**config.mk**
```make
export PLATFORM = sky130hd
export DESIGN_NAME = lsu_mem_ctrl
export DESIGN_NICKNAME = d
export VERILOG_FILES = /design/src/rtl/lsu_pkg.sv /design/src/rtl/lsu_load_ext.sv /design/src/rtl/lsu_mem_ctrl.sv
export SDC_FILE = /design/constraint.sdc
export NUM_CORES = 1
export LEC_CHECK = 0
export BUFFER_PORTS_ARGS = -buffer_cell sky130_fd_sc_hd__buf_2
export CAP_MARGIN = 20
export CORE_AREA = 2 2 184 186
export CTS_CLUSTER_DIAMETER = 150
export DETAILED_ROUTE_END_ITERATION = 10
export DIE_AREA = 0 0 186 188
export GPL_TIMING_DRIVEN = 0
export HOLD_SLACK_MARGIN = 0.12
export PLACE_DENSITY = 0.53
export SETUP_SLACK_MARGIN = 0.3
export SLEW_MARGIN = 20
export SYNTH_ARGS = -nofsm -noshare
export SYNTH_HDL_FRONTEND = slang
export SYNTH_SLANG_ARGS = --single-unit
```
**constraint.sdc**
```tcl
create_clock -name clock -period 7 [get_ports clock]
set_input_delay 0.35 -clock clock [delete_from_list [all_inputs] [get_ports clock]]
set_output_delay 0.35 -clock clock [all_outputs]
set_load 0.02 [all_outputs]
```
**src/rtl/lsu_pkg.sv**
```systemverilog
// Shared LSU definitions: access sizes, store masks, FSM states.
// Imported by the memory controller and the load extender.
package lsu_pkg;

  localparam logic [1:0] SZ_B = 2'd0;
  localparam logic [1:0] SZ_H = 2'd1;
  localparam logic [1:0] SZ_W = 2'd2;
  localparam logic [1:0] SZ_D = 2'd3;

  localparam logic [7:0] MASK_B = 8'h01;
  localparam logic [7:0] MASK_H = 8'h03;
  localparam logic [7:0] MASK_W = 8'h0F;
  localparam logic [7:0] MASK_D = 8'hFF;

  typedef enum logic [1:0] {
    ST_IDLE,
    ST_REQ,
    ST_RESP
  } lsu_state_e;

  // Natural alignment: low size bits of the address must be zero
  function automatic logic misaligned(
    input logic [1:0] size,
    input logic [2:0] lo
  );
    logic m;
    m = 1'b0;
    unique case (1'b1)
      size == SZ_H: m = lo[0];
      size == SZ_W: m = |lo[1:0];
      size == SZ_D: m = |lo[2:0];
      default:      m = 1'b0;
    endcase
    return m;
  endfunction

endpackage

```
**src/rtl/lsu_load_ext.sv**
```systemverilog
// Load data size extension (sign or zero).
// Purely combinational; shared with writeback.
module lsu_load_ext (
  input  logic [1:0]  size,
  input  logic        uns,
  input  logic [63:0] raw,
  output logic [63:0] ext
);
  import lsu_pkg::*;

  logic sb;
  logic sh;
  logic sw;

  assign sb = ~uns & raw[7];
  assign sh = ~uns & raw[15];
  assign sw = ~uns & raw[31];

  // Replicate the access's top bit, or zeros for unsigned loads
  always_comb begin
    ext = raw;
    unique case (1'b1)
      size == SZ_B: ext = {{56{sb}}, raw[7:0]};
      size == SZ_H: ext = {{48{sh}}, raw[15:0]};
      size == SZ_W: ext = {{32{sw}}, raw[31:0]};
      default:      ext = raw;
    endcase
  end

endmodule

```
**src/rtl/lsu_mem_ctrl.sv**
```systemverilog
// Load/store controller in front of the data memory port.
// One access in flight; misaligned requests answer without issue.
module lsu_mem_ctrl #(
  parameter int MEM_LATENCY = 1
) (
  input  logic        clock,
  input  logic        reset,
  input  logic        req_valid,
  output logic        req_ready,
  input  logic [63:0] req_addr,
  input  logic [63:0] req_wdata,
  input  logic        req_write,
  input  logic [1:0]  req_size,
  input  logic        req_unsigned,
  output logic        resp_valid,
  input  logic        resp_ready,
  output logic [63:0] resp_rdata,
  output logic        resp_misalign,
  output logic        mem_rd_en,
  output logic [63:0] mem_rd_addr,
  input  logic [63:0] mem_rd_data,
  output logic        mem_we_en,
  output logic [63:0] mem_we_addr,
  output logic [63:0] mem_we_data,
  output logic [7:0]  mem_we_mask
);
  import lsu_pkg::*;

  localparam logic [3:0] LAT_M1 = 4'(MEM_LATENCY - 1);

  lsu_state_e  state;
  logic [63:0] addr_q;
  logic [63:0] wdata_q;
  logic        write_q;
  logic [1:0]  size_q;
  logic        uns_q;
  logic [3:0]  cnt;
  logic [63:0] ld_ext;
  logic [7:0]  mask;
  logic [63:0] wbits;
  logic        in_req;
  logic        is_ld;
  logic        is_st;
  logic        last;

  lsu_load_ext u_ext (
    .size (size_q),
    .uns  (uns_q),
    .raw  (mem_rd_data),
    .ext  (ld_ext)
  );

  assign req_ready  = (state == ST_IDLE);
  assign resp_valid = (state == ST_RESP);
  assign in_req     = (state == ST_REQ);
  assign is_ld      = in_req & ~write_q;
  assign is_st      = in_req & write_q;
  assign last       = (cnt == 4'd0);

  // Byte mask of the store, from the latched size
  always_comb begin
    mask = MASK_D;
    unique case (1'b1)
      size_q == SZ_B: mask = MASK_B;
      size_q == SZ_H: mask = MASK_H;
      size_q == SZ_W: mask = MASK_W;
      default:        mask = MASK_D;
    endcase
  end

  // Expand the byte mask to a bit mask for store data
  always_comb begin
    wbits = '0;
    for (int i = 0; i < 8; i++) begin
      wbits[i*8 +: 8] = {8{mask[i]}};
    end
  end

  assign mem_rd_en   = is_ld;
  assign mem_rd_addr = is_ld ? addr_q : '0;
  assign mem_we_en   = is_st & last;
  assign mem_we_addr = is_st ? addr_q : '0;
  assign mem_we_data = is_st ? (wdata_q & wbits) : '0;
  assign mem_we_mask = is_st ? mask : '0;

  // Access FSM: accept, hold the port for the latency, respond
  always_ff @(posedge clock or posedge reset) begin
    if (reset) begin
      state         <= ST_IDLE;
      addr_q        <= '0;
      wdata_q       <= '0;
      write_q       <= 1'b0;
      size_q        <= '0;
      uns_q         <= 1'b0;
      cnt           <= '0;
      resp_rdata    <= '0;
      resp_misalign <= 1'b0;
    end else begin
      unique case (state)
        ST_IDLE: begin
          if (req_valid) begin
            addr_q     <= req_addr;
            wdata_q    <= req_wdata;
            write_q    <= req_write;
            size_q     <= req_size;
            uns_q      <= req_unsigned;
            resp_rdata <= '0;
            if (misaligned(req_size, req_addr[2:0])) begin
              resp_misalign <= 1'b1;
              state         <= ST_RESP;
            end else begin
              resp_misalign <= 1'b0;
              cnt           <= LAT_M1;
              state         <= ST_REQ;
            end
          end
        end
        ST_REQ: begin
          if (last) begin
            resp_rdata <= write_q ? '0 : ld_ext;
            state      <= ST_RESP;
          end else begin
            cnt <= cnt - 4'd1;
          end
        end
        ST_RESP: begin
          if (resp_ready) begin
            state <= ST_IDLE;
          end
        end
        default: state <= ST_IDLE;
      endcase
    end
  end

endmodule

```
; Yosys cells after proc, flatten, opt, wreduce, memory -nomap -nowiden
; Cells that the tools add are included.
[classes]
n_addsub = 1
n_eq_ne = 12
muxes = 23
bitwise_logic = 9
n_reduce_logical = 10
[op_table]
columns = cell, count
row1 = $mux 64, 6
row2 = $pmux 64 s3, 1
row3 = $pmux 64 s2, 1
row4 = $and 64x64->64, 1
row5 = $pmux 8 s3, 1
row6 = $mux 4, 3
row7 = $eq 2x2->1 const B, 4
row8 = $mux 2, 4
row9 = $mux 8, 1
row10 = $pmux 4 s2, 1
row11 = $and 1x1->1, 6
row12 = $eq 2x1->1 const B, 3
row13 = $ne 2x2->1 const B, 3
row14 = $pmux 2 s3, 1
row15 = $reduce_and 3->1, 2
row16 = $logic_not 2->1, 2
row17 = $logic_not 4->1, 1
row18 = $ne 2x1->1 const B, 2
row19 = $reduce_and 4->1, 1
row20 = $sub 4x1->4 const B, 1
row21 = $mux 1, 3
row22 = $pmux 1 s3, 1
row23 = $reduce_or 3->1, 1
row24 = $not 1->1, 2
row25 = 3 further kinds, 3
[totals]
regBits = 203
inputBits = 200
out_inout_bits = 269
wordCells = 64

; Longest topological paths before layout
; Gate-level depths: netlist of the first run.
[depth]
ltp_word = 7
depth_mapped = 8
mapped_depth_nobuf = 6

; By module
; A second synthesis of the first run with hierarchy kept.
[unflattened]
hier_cells = 986
area_unflattened_um2 = 10070.9
[modules_own_cells]
columns = module, n_inst, cells_each, area_each_um2, seq_area_each_um2
row1 = lsu_mem_ctrl, 1, 836, 9217.6, 5079.9
row2 = lsu_load_ext, 1, 150, 853.3, 0.0

; Least setup slack after synthesis of the first run
; Ideal clock, no wire load.
[synth_timing]
path_type = reg2out
from = register state[1]
to = output port mem_we_data[10]
arrival_ps = 1502
required_ps = 6650
setup_slack_ps = 5148
path_stages_with_launch = 5
path_buffers = 0
path_cell_list = dfrtp_1 > and2b_2 > nand2_1 > nor2_1 > and2_1
[synth_between]
elab_chain_cells = 3
[synth_rtl]
columns = element, line
row1 = start: declaration, lsu_mem_ctrl.sv:31  ; lsu_state_e state;
row2 = start signal: assignment, lsu_mem_ctrl.sv:89  ; state <= ST_IDLE;
row3 = start signal: assignment, lsu_mem_ctrl.sv:110  ; state <= ST_RESP;
row4 = start signal: assignment, lsu_mem_ctrl.sv:114  ; state <= ST_REQ;
row5 = $eq 2x1->1, lsu_mem_ctrl.sv:55  ; assign in_req = (state == ST_REQ);
row6 = $and 1x1->1, lsu_mem_ctrl.sv:57  ; assign is_st = in_req & write_q;
row7 = $mux 64, lsu_mem_ctrl.sv:83  ; assign mem_we_data = is_st ? (wdata_q & wbits) : '0;
row8 = end: declaration, lsu_mem_ctrl.sv:24  ; output logic [63:0] mem_we_data,
; No other way between the ends.

; Worst setup path after layout of the first run
[layout_timing]
from = register size_q[1]
to = output port mem_we_data[37]
[layout_between]
elab_chain_cells = 4
word_cells_on_any_way = 6
cone_classes = eq/ne: 2 / mux: 2 / bitwise: 1 / reduce/logical: 1
[layout_rtl]
columns = element, line
row1 = start: declaration, lsu_mem_ctrl.sv:35  ; logic [1:0] size_q;
row2 = start signal: assignment, lsu_mem_ctrl.sv:105  ; size_q <= req_size;
row3 = $eq 2x2->1 (tied with other cells), lsu_mem_ctrl.sv:66  ; size_q == SZ_W: mask = MASK_W;
row4 = $pmux 8 s3 (*), lsu_mem_ctrl.sv:63  ; unique case (1'b1)
row5 = $and 64x64->64 (*), lsu_mem_ctrl.sv:83
row6 = $mux 64 (*), lsu_mem_ctrl.sv:83
; Every way passes the cells marked *; elsewhere a longest branch is shown, timed or not.

==> impl_metrics.yaml, run 1 <==
run_status:
  status: "complete, no violations"
pwr:
  ir_worst_vdd_v: 0.0001872
  internal-power_mw: 3.234
  power.share.combinational_pct: 39.9
  powerDensity_nw_per_um2: 365.1
  p_total_mw: 5.516
  seqPwrFrac_pct: 36.1
  p_switching_mw: 2.282
  swShare_pct: 41.37
  p_leak_nw: 8.738
  clockPowerShare_pct: 24.0
timing:
  min_period_over_period_pct: 45.76
  finClkSkew_ps: 6.691
  timing.final.ws_setup_ps: 3796
  tns_ps: 0
  hold_slack_ps: 147.1
  layout_min_cycle_time_ps: 3204
  hold_viol: 0
  final-setup-viol-count: 0
  drv_slew: 0
  fmax_mhz: 312.2
  tightest_slew_ps: 825.4
  rsz0062_at_grt: "no"
  slew_headroom_pct: 44.77
floorplan:
  core_area_sq_um: 33110
  die_height_um: 188
  num_rows: 67
  die_area_sq_um: 34970
  start_util_pct: 28.92
  die_w_um: 186
  io_pins: 469
critical_path:
  crit_path_max_fanout: 10
  cp-end-kind: "output port"
  r2r_end: "resp_rdata[58]"
  r2r_cells: 8
  crit_buf_inv: 3
  crit_top_cell: "buf_2"
  slowest_delay_ps: 710
  crit_chain: "buf_2 -> nand2_1 -> nor2_1 -> clkbuf_1 -> and2_1 -> buf_2"
  critPathRequiredTime_ps: 6650
  arrival_ps: 2850
  crit_family: "simple AND/OR/NAND/NOR gates"
  cp_slowest_cell: "nor2_1"
  start_kind: "flip-flop"
  rr_startpoint: "cnt[0]"
  path_class: "flip-flop to output port"
  rrSetupSlack_ps: 5040
logic_synthesis:
  synthDistinctLibCells: 37
  synth.top_cell.area_share_pct: 53.04
  synth-edff-count: 0
  yosysMostFrequentCell: "nand2_1"
  synthTopCellsByArea: "dfrtp_1 (53%), nand2_1 (18%), and2_1 (7.9%)"
  synth.largest_area_cell: "dfrtp_1"
  synth_ff_type: "dfrtp_1"
  ys_ff_latch: 203
  synthCells: 1127
  synth_nets: 1329
  syn_area_per_cell_sq_um: 8.498
  seq_area_frac_synth_pct: 53.04
  ys_async_sr_fraction_pct: 100.0
  netlist_area_sq_um: 9577
  yosys_warnings: 0
  synth_common_cells: "nand2_1 (463), dfrtp_1 (203), and2_1 (121)"
placement:
  dp_slack_ps: 4280
  portBuffers: 468
  gp_congestion: 0.8791
  dp_hpwl_um: 27560
finish:
  post-route-util_pct: 45.63
  fill_cells: 3284
  area_growth_pct: 57.77
  layout-drive-gt1-share_pct: 32.38
  final_nets: 1998
clock_tree:
  cts_buffers: 25
  ctsLongestPathBuffers: 3
  clock_latency_ps: 520
  cts_resized: 0
  path_clk_slew_ps: 60
  root_buffer: "clkbuf_16"
  htreeDepth: 1
  cts_tree: "built"
  clkSinkCount: 203
grt:
  met1_usage_pct: 24.98
  first_global_vias: 10310
  grt_use_met3_pct: 4.952
  grt_max_degree: 85
  overflow: 0
  antenna_found_initial: 5
  grt.busiest_layer: "met2"
  grt_pass1_wl_um: 56690
  grt_use_total_pct: 20.59
  use_met2_pct: 35.86
routing:
  num_vias: 10060
  wl_per_cell_um: 16.54
  drt_iter0_drc: 384
  firstDrtPassIters: 5
  ant_nets: 0
  routed_wl_um: 37480
  vias_per_cell: 4.437
  drc: 0
run:
  maxCapViolations: 0
min_path:
  hold_end: "resp_rdata[35]"
  min_path_type: "input pin to flip-flop"
  holdPathStages: 3
  hp-start: "mem_rd_data[35]"
## metrics by stage
stage | cells | cell area, sq um
after floorplan | 1127 | 9577
after global placement | 2043 | 12480
after detailed placement | 2045 | 12540
after CTS | 2261 | 15100
after global routing | 2264 | 15100
final | 2266 | 15110
## metal layers
layer / routed length (um) / up-vias
met5: 18 / -
met4: 1015 / 2
met3: 2571 / 73
met2: 18330 / 342
met1: 15540 / 4722
li1: - / 4916
## worst register-to-register path, cell delays in order, from the launching register on
cell and delay (ps):
dfrtp_1 340, inv_1 90, ha_1 220, and4bb_2 270, o21ai_2 310, buf_4 240, buf_2 260, nand2_1 100
o21ai_2 60
## final cells by class
type / count / area, sq um / share of cell area (%)
Clock inverter: 5 / 75.07 / 0.4969
Multi-Input combinational cell: 830 / 4045 / 26.77
Clock buffer: 39 / 758.2 / 5.018
Tap cell: 448 / 560.5 / 3.710
Buffer: 87 / 425.4 / 2.816
Sequential cell: 203 / 5080 / 33.62
Antenna cell: 5 / 12.51 / 0.08281
Timing Repair Buffer: 642 / 4119 / 27.26
Inverter: 7 / 33.78 / 0.2236
## power groups by stage
stage	Clock (mW)	Sequential, mW	Combinational [mW]
final	1.32	1.99	2.20
after global routing	1.42	2.07	2.46
after CTS	1.37	1.99	2.23
after detailed placement	0	2.01	2.15
after global placement	0	2.00	2.12
after floorplan	0	2.06	1.27
## flip-flops by register name (all words and copies together) (netlist names)
| register | count |
|---|---|
| addr_q | 64 |
| resp_rdata | 64 |
| wdata_q | 64 |
| cnt | 4 |
| size_q | 2 |
| state | 2 |
| resp_misalign | 1 |
| uns_q | 1 |
| write_q | 1 |
## cell usage in the layout, fill, tap and decap left out, drive strengths merged, types with 2 or more instances in the layout
cell	n
diode	5
a211oi	8
nand3	3
o31ai	16
nand2b	2
ha	2
dlygate4sd3	172
xor2	2
inv	7
nor3	2
o21ai	55
and2	121
bufinv	2
or3b	2
a21oi	18
a21o	8
nor2b	2
nand2	463
dfrtp	203
buf	505
and3	73
nor2	44
clkbuf	91
clkinv	3
## repair_timing
action | 4_1_cts | 5_1_grt
hold buffers | 172 | 0
buffers inserted | 0 | 0
endpoints found under the hold margin | 228 | 0
## how the worst max path moves through the flow
stage          cells after the start  slack, ps              end      start
3_5_place_dp                       6       4280  mem_we_data[38]  size_q[1]
5_1_grt                            6       3580  mem_we_data[37]  size_q[1]
4_1_cts                            6       3700  mem_we_data[38]  size_q[1]
6_report                           6       3800  mem_we_data[37]  size_q[1]
3_3_place_gp                       2      -1760       addr_q[17]      reset
2_1_floorplan                      1       1110        addr_q[0]      reset
## cells by family (layout without fill, tap and decap cells)
kind of cell             after synthesis  in the layout  share of synthesized area (%)
AO/OA/AOI/OAI                        108            108                          7.839
XOR/XNOR                               2              2                         0.1829
adder cells (fa/ha/maj)                2              2                         0.2613
buffers and inverters                 94            780                          4.716
flip-flops                           203            203                          53.04
multiplexers                           2              2                         0.2221
other                                  0              5                              0
AND/OR/NAND/NOR                      716            716                          33.73
(Power assumes the default switching activity.)
==> run 2, diff against run 1 <==
Clock period 7 ns to 3.32 ns, I/O delays scaled along.
==> run 2 against run 1 <==
Against the previous run:
- total power is 110% higher
- count of clock-buffer cells in the layout is 5 lower
- via count is 0.29% higher
- clock skew hardly changed
- utilization is 0.78 points higher
- combinational power is 110% higher
- first-iteration DRC count is 6.0% higher
- routed wire length hardly changed
- die area stayed put
- clock power is 93% higher
- design area is 1.7% higher
==> impl_metrics.yaml, run 2 (synthesis gave the netlist of run 1 again) <==
critical_path:
  rrSetupSlack_ps: 1300
  rr_startpoint: "state[0]"
  crit_chain: "buf_2 -> nand2_1 -> nor2_4 -> clkbuf_1 -> and2_1 -> buf_2"
  slowest_delay_ps: 400
  cp_slowest_cell: "dfrtp_1"
  path_class: "flip-flop to output port"
  critPathRequiredTime_ps: 3150
  crit_path_max_fanout: 10
  start_kind: "flip-flop"
  arrival_ps: 2440
  crit_top_cell: "buf_2"
  r2r_end: "wdata_q[57]"
  cp-end-kind: "output port"
  r2r_cells: 6
timing:
  final-setup-viol-count: 0
  min_period_over_period_pct: 78.60
  hold_slack_ps: 209.9
  tightest_slew_ps: 686.9
  rsz0062_at_grt: "no"
  slew_headroom_pct: 53.72
  hold_viol: 0
  layout_min_cycle_time_ps: 2609
  drv_slew: 0
  finClkSkew_ps: 6.907
  fmax_mhz: 383.2
routing:
  wl_per_cell_um: 16.36
  vias_per_cell: 4.402
  drc: 0
  drt_iter0_drc: 407
  firstDrtPassIters: 4
  ant_nets: 0
  routed_wl_um: 37490
  num_vias: 10080
clock_tree:
  cts_buffers: 24
  root_buffer: "clkbuf_16"
  cts_setup_buffers: 0
  clkSinkCount: 203
  clock_latency_ps: 520
  ctsLongestPathBuffers: 3
  cts_tree: "built"
  path_clk_slew_ps: 60
  htreeDepth: 1
finish:
  fin_cells: 2291
  fin_area_sq_um: 15370
  mostFrequentLayoutCell: "buf_2"
  area_growth_pct: 60.48
  fill_cells: 3322
  final_cell_mix: "buf_2 (491), nand2_1 (463), dfrtp_1 (203)"
  multi_input_area_sq_um: 4053
  post-route-util_pct: 46.41
  layout.area.seq_sq_um: 5080
  layout-drive-gt1-share_pct: 31.94
  reg_top3: "addr_q x64, resp_rdata x64, wdata_q x64"
  final_nets: 2028
grt:
  grt_max_degree: 32
  grt_use_total_pct: 20.89
  overflow: 0
  antenna_found_initial: 3
  grt_pass1_wl_um: 57600
  first_global_vias: 10460
run:
  maxCapViolations: 0
min_path:
  hold_end: "state[1]"
  hp-start: "req_valid"
  min_path_type: "input pin to flip-flop"
  holdPathStages: 4
floorplan:
  num_rows: 67
  core_area_sq_um: 33110
  io_pins: 469
  die_area_sq_um: 34970
  die_height_um: 188
  start_util_pct: 28.92
  die_w_um: 186
pwr:
  p_total_mw: 11.43
  ir_worst_vdd_v: 0.0004652
  p_leak_nw: 8.840
  powerDensity_nw_per_um2: 743.8
placement:
  portBuffers: 468
  dp_hpwl_um: 27610
  gp_congestion: 0.8513
  placed_area_sq_um: 12640
  dp.cells: 2050
run_status:
  status: "complete, no violations"
[run 2: per-layer routing]
metal	track usage, %	vias to the layer above	wire length [um]	part of all wire (%)
met5	0	-	13	0.035
met4	6.360	2	1176	3.1
li1	-	4956	-	-
met2	36.62	341	18170	48
met3	4.855	72	2563	6.8
met1	25.21	4713	15560	42
[run 2: worst max-delay path: cells and delay by family (launching register included)]
kind                   cells  cell delay [ps]
AND/OR/NAND/NOR            3              780
buffers and inverters      3              720
flip-flops                 1              400
[run 2: what timing repair did]
action | CTS | global route
hold buffers | 198 | 0
endpoints found under the setup margin | 32 | 3
gates resized for setup | 1 | 1
endpoints found under the hold margin | 218 | 0
[run 2: how the worst max path moves through the flow]
stage	from	to	slack, ps	cells past startpoint
3_5_place_dp	size_q[1]	mem_we_data[39]	760	6
2_1_floorplan	reset	addr_q[0]	520	1
6_report	size_q[1]	mem_we_data[38]	710	6
4_1_cts	size_q[1]	mem_we_data[39]	420	6
3_3_place_gp	reset	addr_q[26]	-1070	2
5_1_grt	size_q[1]	mem_we_data[42]	440	6
[run 2: metrics by stage]
| step | TNS, ps | setup WS (ps) |
|---|---|---|
| finish | 0 | 710.6 |
| global route | 0 | 439.6 |
| CTS | 0 | 419.7 |
| detailed placement | 0 | 758.8 |
| global placement | -213730 | -1071 |
| floorplan | 0 | 523.7 |
[run 2: area by class of cell]
type | instances | share of cell area (%)
clock buffers | 34 | 4.356
clock inverters | 7 | 0.4315
plain buffers | 87 | 2.768
multi-input cells | 830 | 26.37
diodes | 2 | 0.03257
inverters | 7 | 0.1954
repair buffers | 673 | 29.15
flip-flops and latches | 203 | 33.05
well taps | 448 | 3.647
[run 2: power breakdown]
| part | leakage [nW] | internal [mW] | switching [mW] |
|---|---|---|---|
| combinational | 5.87 | 1.60 | 3.07 |
| clock | 0.364 | 1.48 | 1.07 |
| sequential | 2.60 | 3.54 | 0.668 |
